$ cat src/rtl/barrel_shifter_pipe.sv
// Pipelined log-depth barrel shifter: one register stage per shift level.
// Stage k applies the 2^k shift, so the last stage holds the full shifted result.
module barrel_shifter_pipe #(
  parameter int WIDTH = 16,
  parameter int SHW   = $clog2(WIDTH)
) (
  input  logic             clk,
  input  logic             reset,
  input  logic             in_valid,
  output logic             in_ready,
  input  logic [WIDTH-1:0] in_data,
  input  logic [SHW-1:0]   in_shamt,
  input  logic [2:0]       in_op,
  output logic             out_valid,
  input  logic             out_ready,
  output logic [WIDTH-1:0] out_data,
  output logic             busy
);

  // Handshake: a transfer happens on a rising edge where valid && ready.
  // in_ready drops only while the last stage holds a result the consumer refuses.

  localparam logic [2:0] OP_SRL = 3'b000;
  localparam logic [2:0] OP_SLL = 3'b001;
  localparam logic [2:0] OP_SRA = 3'b010;
  localparam logic [2:0] OP_ROR = 3'b011;
  localparam logic [2:0] OP_ROL = 3'b100;

  logic [SHW-1:0]   st_valid;
  logic [WIDTH-1:0] st_data  [SHW];
  logic [2:0]       st_op    [SHW];
  logic [SHW-1:0]   st_shamt [SHW];
  logic             stall;

  // SRA keeps the MSB at every level, so the current MSB is the original sign.
  function automatic logic [WIDTH-1:0] shift_level(input logic [WIDTH-1:0] d,
                                                   input logic [2:0]       op,
                                                   input int               n);
    logic [WIDTH-1:0]        r;
    logic signed [WIDTH-1:0] sd;
    sd = d;
    case (op)
      OP_SRL:  r = d >> n;
      OP_SLL:  r = d << n;
      OP_SRA:  r = sd >>> n;
      OP_ROR:  r = (d >> n) | (d << (WIDTH - n));
      OP_ROL:  r = (d << n) | (d >> (WIDTH - n));
      default: r = d;
    endcase
    return r;
  endfunction

  assign stall     = st_valid[SHW-1] && !out_ready;
  assign in_ready  = !stall;
  assign out_valid = st_valid[SHW-1];
  assign out_data  = st_data[SHW-1];
  assign busy      = |st_valid;

  always_ff @(posedge clk or posedge reset) begin
    if (reset) begin
      st_valid <= '0;
      for (int k = 0; k < SHW; k++) begin
        st_data[k]  <= '0;
        st_op[k]    <= '0;
        st_shamt[k] <= '0;
      end
    end else if (!stall) begin
      // Bubbles still move their (don't-care) payload along with valid=0.
      st_valid[0] <= in_valid && in_ready;
      st_data[0]  <= in_shamt[0] ? shift_level(in_data, in_op, 1) : in_data;
      st_op[0]    <= in_op;
      st_shamt[0] <= in_shamt;
      for (int k = 1; k < SHW; k++) begin
        st_valid[k] <= st_valid[k-1];
        st_data[k]  <= st_shamt[k-1][k] ? shift_level(st_data[k-1], st_op[k-1], 1 << k)
                                        : st_data[k-1];
        st_op[k]    <= st_op[k-1];
        st_shamt[k] <= st_shamt[k-1];
      end
    end
  end

endmodule

$ cat config.mk
export PLATFORM = sky130hd
export DESIGN_NAME = barrel_shifter_pipe
export DESIGN_NICKNAME = d
export VERILOG_FILES = /design/src/rtl/barrel_shifter_pipe.sv
export SDC_FILE = /design/constraint.sdc
export NUM_CORES = 1
export LEC_CHECK = 0
export BUFFER_PORTS_ARGS = -buffer_cell sky130_fd_sc_hd__buf_2
export CAP_MARGIN = 5
export CORE_ASPECT_RATIO = 1.5
export CORE_MARGIN = 10
export CORE_UTILIZATION = 36
export CTS_CLUSTER_DIAMETER = 60
export DETAILED_ROUTE_END_ITERATION = 7
export PLACE_DENSITY_LB_ADDON = 0.08
export SLEW_MARGIN = 0
export SYNTH_ARGS = -nofsm -noshare
export SYNTH_HDL_FRONTEND = slang
export SYNTH_SLANG_ARGS = --single-unit
$ cat constraint.sdc
create_clock -name clk -period 6.1 [get_ports clk]
set_input_delay 0.61 -clock clk [delete_from_list [all_inputs] [get_ports clk]]
set_output_delay 0.61 -clock clk [all_outputs]
set_load 0.05 [all_outputs]
==> summary.txt, run 1 <==
Clock network
  – Post-CTS Hold Buffers: 0
  – Post-CTS Setup Repair Bufs: 0
  – Longest Clk Path Bufs: 2
  – CTS tree: yes
  – Clock latency on the worst-skew pair: 350 ps
  – Clock-pin slew on the worst setup and hold paths: roughly 60 ps
  – # clock sinks: 83
  – CTS Buf Count: 9
  – Resized cells post-CTS: 0
  – CTS Root Cell: clkbuf_16
  – CTS H-tree depth: 3

Yosys
  – Mapped Nets: 543
  – Mapped Cells: 516
  – Sequential area share after synthesis: approximately 43%
  – Syn Area/Cell: 9.29 µm²
  – Synth Cell Area: 0.00480 mm²
  – Top post-synthesis cells by area: dfrtp_1 (43%), o221a_2 (6.8%), a21oi_1 (6.2%)
  – Yosys top cell by area: dfrtp_1
  – Synth Register Bits: 83
  – Synth top area share: 43.3%
  – Post-synth cell types: between 40 and 50
  – Syn. warnings: 0

Die
  – Core area: between 0.01 and 0.015 mm²
  – Die W: 114 µm
  – Chip Height: 161 µm
  – # rows: 51
  – Initial core utilization: 36.8%
  – I/O pin cnt: 46
  – Die area: 0.0184 mm²

Power and ir drop
  – PwrDens: 566 mW/mm²
  – Tot Pwr: approximately 2900 µW
  – Static leakage: ~0.0021 µW
  – VDD IR max: 0.151 mV

Worst setup path
  – Worst reg2reg path depth: 6
  – Critical path endpoint category: register
  – Reg-to-reg setup timing slack: 3520 ps
  – Critical path class: reg -> reg
  – Data required time of the worst path: 6380 ps
  – Crit path to: out_data[9]
  – Origin of the critical flop-to-flop path: st_valid[3]
  – Crit. Startpoint: st_valid[3]
  – CP Max Fanout: 74
  – Worst reg2reg path endpoint: out_data[9]
  – CP startpoint kind: register
  – Worst Path Arrival: 2870 ps

Timing
  – Endpoints failing setup: 0
  – Max-slew headroom: 30.9%
  – Setup_tns: 0 ps
  – Fin. max-slew vios: 0
  – Final Cycle Share: around 42%
  – Hold Fails Final Rpt: 0
  – Worst Skew: 5.38 ps
  – RSZ-0062 raised after global routing: no
  – Post-route setup slack: 3520 ps
  – Final hold slack: ~460 ps
  – Worst-Margin Slew: around 1000 ps
  – Min cycle time layout: between 2000 and 3000 ps
  – Fmax: 387 MHz

Detailed routing
  – DRC Markers: 0
  – ANT nets after route: 0
  – DR vias: between 3000 and 4000
  – WL final: ~13 mm
  – Post-DR wirelength/cell: approximately 18 µm
  – Initial DRC Count: 180
  – Vias per inst: 5.74
  – Pre-antenna DRT Iters: 4

Worst hold path
  – Min-delay worst type: in -> reg

Finish
  – # diodes: 0
  – Synthesis-to-finish area growth: 7.28%
  – Share of layout cells above drive strength 1: 20.8%
  – Net count, final: 541
  – Leading cell types in the layout, fill and taps excluded: dfrtp_1 (83), nand2_1 (63), a21oi_1 (59)
  – Most common cell after layout, fill and taps aside: dfrtp_1

Placement
  – Port Buffer Count: 45
  – GP Congestion: around 0.87
  – Place WS: 3160 ps
  – Final HPWL DP: 9.28 mm

Global route
  – Global-route wire length before repair: 20.7 mm
  – Grt ovf: 0
  – Largest net degree at the start of global routing: 84
  – GRT Total Usage: 13.7%
  – Vias in the first global route: 3936
  – Initial antenna violation count: 0

Run status
  – Status: complete, no violations

Job
  – Max-cap violation count: 0
[critical path, stage by stage (launching register included)]
cell      delay, ps
dfrtp_1         370
nor2b_4         650
inv_2           240
buf_4           430
and2_0          430
o211ai_1        170
o221a_2         200
[cells in the mapped netlist, drive strengths merged]
library cell and n:
a211o 9, nand2 63, or4 1, o211ai 9, inv 16, o21a 4
nor2b 6, clkbuf 15, and2 3, and3 1, mux2i 5, or2 1
mux2 4, o2111ai 3, nor3b 2, nor3 1, o21bai 8, o22ai 31
a31oi 2, nand4b 1, a211oi 21, nor2 21, and2b 2, o221a 29
a222oi 8, o21ai 40, nand2b 15, a21oi 62, dfrtp 83, a21o 3
o22a 2, buf 45
[sequential cells by signal (all words and copies together) (netlist names)]
| name | cells |
|---|---|
| out_data | 16 |
| st_data | 48 |
| st_op | 9 |
| st_shamt | 6 |
| st_valid | 4 |
[layer usage]
layer | track usage [%] | part of all wire (%)
met5 | 0 | 0
met4 | 7.54 | 3.4
met3 | 2.19 | 2.6
met2 | 25.4 | 55
met1 | 14.1 | 39
[worst min path at each step]
stage / slack, ps / start / to / depth (start not counted)
floorplan: 440 / st_shamt[11] / st_shamt[11] / 2
global placement: 450 / st_shamt[14] / st_shamt[14] / 2
detailed placement: 460 / st_shamt[14] / st_shamt[14] / 2
global route: 460 / in_shamt[3] / st_shamt[15] / 3
finish: 460 / in_valid / st_valid[0] / 3
CTS: 450 / in_valid / st_valid[0] / 3
[power by group]
| part | leakage (µW) | switching (µW) | total [µW] | internal (µW) |
|---|---|---|---|---|
| combinational | 0.000992 | 748 | 1230 | 477 |
| sequential | 0.000935 | 345 | 1140 | 791 |
| clock | 0.000134 | 232 | 551 | 319 |
[stage by stage]
step	util, %	cells	cell area [µm²]
4_1_cts	39.5	678	5140
5_1_grt	39.5	678	5140
3_3_place_gp	37.2	662	4840
6_report	39.5	678	5140
3_5_place_dp	37.2	662	4840
2_1_floorplan	-	516	4800
[cells by family after synthesis]
logic type,count (synthesis),synth area share [%]
muxes,9,1.98
buffers and inverters,76,9.47
and+or+nand+nor,117,11.7
AOI/OAI and AO/OA,231,33.6
DFF,83,43.3
[layout make-up]
class / count / area, µm²
Clock buffer: 9 / 225
Inverter: 16 / 61.3
Multi-Input combinational cell: 357 / 2260
Clock inverter: 7 / 77.6
Timing Repair Buffer: 47 / 240
Sequential cell: 83 / 2080
Tap cell: 159 / 199
Fill cell: 1337 / 7870
Power figures use the tool's default switching activity.
==> run 2: changes to the inputs <==
==> constraint.sdc (replaced) <==
create_clock -name clk -period 2.5 [get_ports clk]
set_input_delay 0.25 -clock clk [delete_from_list [all_inputs] [get_ports clk]]
set_output_delay 0.25 -clock clk [all_outputs]
set_load 0.05 [all_outputs]
==> run 2 against run 1 <==
Compared with the run above:
- the run now ends with hold timing left
- non-clock buffer count rose by 4
- sequential cell count did not move
- register-to-register slack lost 3000 ps
- combinational power is 150% higher
- worst hold slack got worse by 480 ps
==> summary.txt, run 2 (same netlist as run 1, synthesis figures left out) <==
Die
  – Die area: around 0.018 mm²
  – I/O pin cnt: 46
  – Die W: 114 µm
  – Core area: between 0.01 and 0.015 mm²
  – # rows: ~50
  – Initial core utilization: 36.8%
  – Chip Height: 161 µm

Placement
  – GP Congestion: 0.919
  – Port Buffer Count: 45
  – Final HPWL DP: roughly 9.4 mm

Clock network
  – Clock-pin slew on the worst setup and hold paths: around 60 ps
  – CTS Buf Count: 9
  – # clock sinks: 83
  – Clock latency on the worst-skew pair: 340 ps
  – Resized cells post-CTS: 0
  – Longest Clk Path Bufs: 2
  – Post-CTS Hold Buffers: 0
  – CTS H-tree depth: 3
  – CTS Root Cell: clkbuf_16
  – CTS tree: yes
  – Post-CTS Setup Repair Bufs: 0

Worst setup path
  – CP max stage delay: 480 ps
  – Critical path class: reg -> reg
  – Crit. Startpoint: st_valid[3]
  – Cell Chain, Critical Path: nor2b_4, inv_2, buf_4, o21ai_4, o221a_2
  – Critical path endpoint category: register
  – Worst Path Arrival: around 2300 ps
  – Origin of the critical flop-to-flop path: st_valid[3]
  – CP startpoint kind: register
  – Worst path slowest cell: buf_4
  – Worst reg2reg path endpoint: st_data[60]
  – Data required time of the worst path: roughly 2700 ps
  – Reg-to-reg setup timing slack: 480 ps
  – CP Max Fanout: 39
  – Worst reg2reg path depth: 5

Finish
  – Number of flip-flops under the largest register name: 48
  – Filler cells: around 1300
  – Storage cell area: 0.00208 mm²
  – Net count, final: 545
  – Most common cell after layout, fill and taps aside: dfrtp_1
  – Share of layout cells above drive strength 1: between 20% and 30%
  – Area of the multi-input gates: 0.00226 mm²
  – Synthesis-to-finish area growth: 8.32%
  – Leading cell types in the layout, fill and taps excluded: dfrtp_1 (83), nand2_1 (63), a21oi_1 (59)
  – Biggest register: st_data
  – # diodes: 0

Timing
  – Min cycle time layout: 2020 ps
  – Max-slew headroom: 50.4%
  – Endpoints failing setup: 0
  – Hold Fails Final Rpt: 17
  – Fin. max-slew vios: 0
  – Setup_tns: 0 ps
  – Final Cycle Share: 80.8%
  – Final hold slack: -14.9 ps
  – Worst Skew: 7.05 ps
  – Worst-Margin Slew: between 700 and 800 ps
  – Fmax: 495 MHz
  – RSZ-0062 raised after global routing: no

Detailed routing
  – ANT nets after route: 0
  – Pre-antenna DRT Iters: 5
  – Vias per inst: 5.54
  – DR vias: 3778
  – Initial DRC Count: 161
  – WL final: approximately 12 mm
  – Post-DR wirelength/cell: 17.9 µm
  – DRC Markers: 0

Power and ir drop
  – PwrDens: 1380 mW/mm²
  – VDD IR max: 0.346 mV
  – Static leakage: 0.00210 µW

Job
  – Max-cap violation count: 0

Run status
  – Status: complete, but fails checks
  – Violated checks: hold timing

Global route
  – GRT Total Usage: 13.4%
  – Global-route wire length before repair: 20.3 mm
  – Initial antenna violation count: 0
  – Grt ovf: 0
  – Vias in the first global route: around 3900
  – Largest net degree at the start of global routing: between 40 and 50

Worst hold path
  – Min-delay worst type: in -> async
[run 2: changes by cell type in the layout (fill, tap and decap cells not counted)]
cell | before | now
buf_12 | 0 | 1
buf_4 | 2 | 5
bufinv_16 | 1 | 2
clkbuf_1 | 0 | 2
clkinv_2 | 1 | 3
clkinv_4 | 1 | 0
clkinvlp_4 | 4 | 1
inv_6 | 1 | 0
[run 2: power breakdown]
| group | total (µW) | leakage (µW) | switching, µW | internal [µW] |
|---|---|---|---|---|
| Combinational | 3050 | 0.00102 | 1850 | 1190 |
| Sequential | 2720 | 0.000935 | 790 | 1930 |
| Clock | 1390 | 0.000150 | 518 | 872 |
[run 2: worst max-delay path, delay by kind of cell, from the launching register on]
kind | cells | cell delay, ps
flip-flops | 1 | 380
AO/OA/AOI/OAI | 2 | 500
buffers and inverters | 2 | 880
AND/OR/NAND/NOR | 1 | 130
[run 2: worst max-delay path by stage]
stage	cells past startpoint	to	slack (ps)
detailed placement	5	st_data[60]	480
finish	5	st_data[60]	480
global route	5	st_data[63]	330
CTS	5	st_data[55]	470
floorplan	1	out_data[0]	110
global placement	5	st_data[58]	520
[run 2: per-stage QoR]
stage	setup WS, ps	std cells	utilization [%]	area, µm²	power (µW)
2_1_floorplan	113	516	-	4800	5270
3_3_place_gp	518	666	37.5	4880	5770
3_5_place_dp	484	666	37.5	4880	5820
4_1_cts	472	682	39.9	5190	7240
5_1_grt	330	682	39.9	5190	7700
6_report	480	682	39.9	5190	7160
[run 2: final cells by class]
type / instances / share of cell area [%]
multi-input cells: 357 / 43.6
repair buffers: 51 / 5.44
inverters: 16 / 1.18
well taps: 159 / 3.83
clock buffers: 11 / 4.48
clock inverters: 5 / 1.49
flip-flops and latches: 83 / 40.0
[run 2: layer usage]
layer / GRT usage (%) / vias to the layer above / part of all wire [%]
met5: 0 / - / 0
met4: 6.91 / 0 / 3.3
met3: 2.52 / 23 / 3.6
met2: 24.9 / 84 / 54
met1: 13.7 / 1754 / 39
li1: - / 1917 / -
==> run 3: changes to the inputs <==
==> constraint.sdc (replaced) <==
create_clock -name clk -period 2 [get_ports clk]
set_input_delay 0.2 -clock clk [delete_from_list [all_inputs] [get_ports clk]]
set_output_delay 0.2 -clock clk [all_outputs]
set_load 0.05 [all_outputs]
==> run 3 against run 2 <==
Compared with the run above:
- the run now ends clean
- worst hold slack better by 65 ps
- cell area up 2.6%
- total power up 27%
- global-route usage up 0.28 points
- count of clock-buffer cells in the layout down 1
- routed wire length up 2.1%
- sequential share of layout area down 1.0 points
- sequential power up 20%
- sequential cell count unchanged
- setup slack worse by 370 ps
- critical path type is now reg -> out
- highest routed layer unchanged
==> summary.txt, run 3 (same netlist as run 1, synthesis figures left out) <==
Run status
  – Status: complete, no violations

Worst setup path
  – Reg-to-reg setup timing slack: 250 ps
  – Data required time of the worst path: about 1800 ps
  – Critical path class: reg -> out
  – Worst path slowest cell: dfrtp_1
  – Critical path endpoint category: output pin
  – CP Depth: 5
  – CP Max Fanout: 20
  – Cell Chain, Critical Path: nor2b_4, inv_4, buf_4, buf_4, buf_2
  – Worst Path Arrival: 1690 ps
  – Worst reg2reg path depth: 5
  – Origin of the critical flop-to-flop path: st_valid[3]
  – Top delay family on crit path: buffers and inverters
  – Worst reg2reg path endpoint: st_data[31]
  – WP buf/inv: 4
  – CP startpoint kind: register
  – Cell mode on critical path: buf_4
  – CP max stage delay: 390 ps

Worst hold path
  – Min-delay worst type: in -> reg
  – Hold Path End: st_shamt[14]
  – Hold Startpoint: in_shamt[2]
  – Hold Path Depth: 3

Global route
  – Grt ovf: 0
  – M2 GR Usage: 26.1%
  – Largest net degree at the start of global routing: 31
  – Vias in the first global route: 4018
  – Global Route met3 Usage: 2.48%
  – Initial antenna violation count: 0
  – GRT Total Usage: 13.7%
  – Most Crowded Layer GR: met2
  – Met1 usage: between 10% and 20%
  – Global-route wire length before repair: 20.7 mm

Power and ir drop
  – PwrDens: roughly 1700 mW/mm²
  – VDD IR max: 0.497 mV
  – Static leakage: 0.00218 µW

Finish
  – Most common cell after layout, fill and taps aside: dfrtp_1
  – Share of layout cells above drive strength 1: 23.2%
  – Non-filler cells in the finished layout: 697
  – Design area: roughly 0.0053 mm²
  – Leading cell types in the layout, fill and taps excluded: dfrtp_1 (83), nand2_1 (63), a21oi_1 (59)
  – Synthesis-to-finish area growth: 11.2%
  – Final core occ: between 40 and 50%
  – Net count, final: 561
  – # diodes: 0
  – Biggest register: st_data
  – Number of flip-flops under the largest register name: 48

Detailed routing
  – DRC Markers: 0
  – WL final: 12.5 mm
  – ANT nets after route: 0
  – Vias per inst: between 5 and 6
  – Initial DRC Count: 178
  – Post-DR wirelength/cell: 17.9 µm
  – DR vias: 3887
  – Pre-antenna DRT Iters: 4

Clock network
  – CTS tree: yes
  – Post-CTS Setup Repair Bufs: 0
  – Clock latency on the worst-skew pair: between 300 and 400 ps
  – CTS Buf Count: 9
  – Clock-pin slew on the worst setup and hold paths: 60 ps
  – CTS Root Cell: clkbuf_16
  – CTS H-tree depth: 3
  – Longest Clk Path Bufs: 2
  – # clock sinks: 83

Die
  – # rows: 51
  – Initial core utilization: 36.8%
  – Core area: 0.0130 mm²
  – Chip Height: 161 µm
  – Die W: 114 µm
  – I/O pin cnt: 46
  – Die area: 0.0184 mm²

Timing
  – Hold Fails Final Rpt: 0
  – Setup_tns: 0 ps
  – Endpoints failing setup: 0
  – RSZ-0062 raised after global routing: no
  – Max-slew headroom: a little under three fifths
  – Fin. max-slew vios: 0
  – Worst-Margin Slew: 646 ps
  – Fmax: 529 MHz
  – Min cycle time layout: about 1900 ps
  – Final Cycle Share: between 90% and 100%
  – Worst Skew: between 8 and 9 ps

Job
  – Max-cap violation count: 0

Placement
  – Port Buffer Count: 45
  – Final HPWL DP: approximately 9.8 mm
  – GP Congestion: 0.940
  – Area post-placement: 0.00501 mm²
  – Post-Place Cells: 681
[run 3: worst max-delay path by stage]
stage / start / end / slack (ps)
after CTS: st_valid[3] / in_ready / 70
after global routing: st_valid[3] / in_ready / 10
after global placement: st_valid[3] / st_data[40] / 290
after detailed placement: st_valid[3] / out_data[12] / 230
final: st_valid[3] / in_ready / 110
after floorplan: st_valid[3] / st_op[3] / 290
[run 3: metrics by stage]
| step | hold WS, ps | setup slack [ps] | power (µW) |
|---|---|---|---|
| floorplan | 300 | 286 | 6580 |
| global placement | 337 | 288 | 7380 |
| detailed placement | 332 | 232 | 7430 |
| finish | 49.7 | 111 | 9110 |
| CTS | 45.6 | 67.3 | 9200 |
| global route | 49.8 | 11.8 | 9770 |
[run 3: area by class of cell]
| class | count | area, µm² |
|---|---|---|
| Sequential cell | 83 | 2080 |
| Multi-Input combinational cell | 357 | 2260 |
| Clock inverter | 5 | 78.8 |
| Inverter | 16 | 66.3 |
| Tap cell | 159 | 199 |
| Timing Repair Buffer | 67 | 418 |
| Clock buffer | 10 | 229 |
| Fill cell | 1327 | 7680 |
[run 3: what timing repair did]
| action | in CTS | in global routing |
|---|---|---|
| setup endpoints to repair | 1 | 0 |
| hold endpoints to repair | 26 | 0 |
| resized for setup | 1 | 0 |
| hold buffers | 1 | 0 |
[run 3: metal layers]
metal,share of wire (%),vias up
met1,38,1843
met4,2.6,0
li1,-,1936
met3,3.3,18
met2,56,90
met5,0,-
[run 3: report_power, final]
part	internal, µW	total (µW)	switching, µW
Clock	1080	1720	638
Combinational	1620	4130	2520
Sequential	2420	3260	841
Total	5120	9110	4000
[run 3: worst reg2reg max path: cells and delay by family (launching register included)]
| family | cells | cell delay, ps |
|---|---|---|
| AO/OA/AOI/OAI | 3 | 830 |
| flip-flops | 1 | 360 |
| buffers and inverters | 1 | 310 |
| AND/OR/NAND/NOR | 1 | 180 |
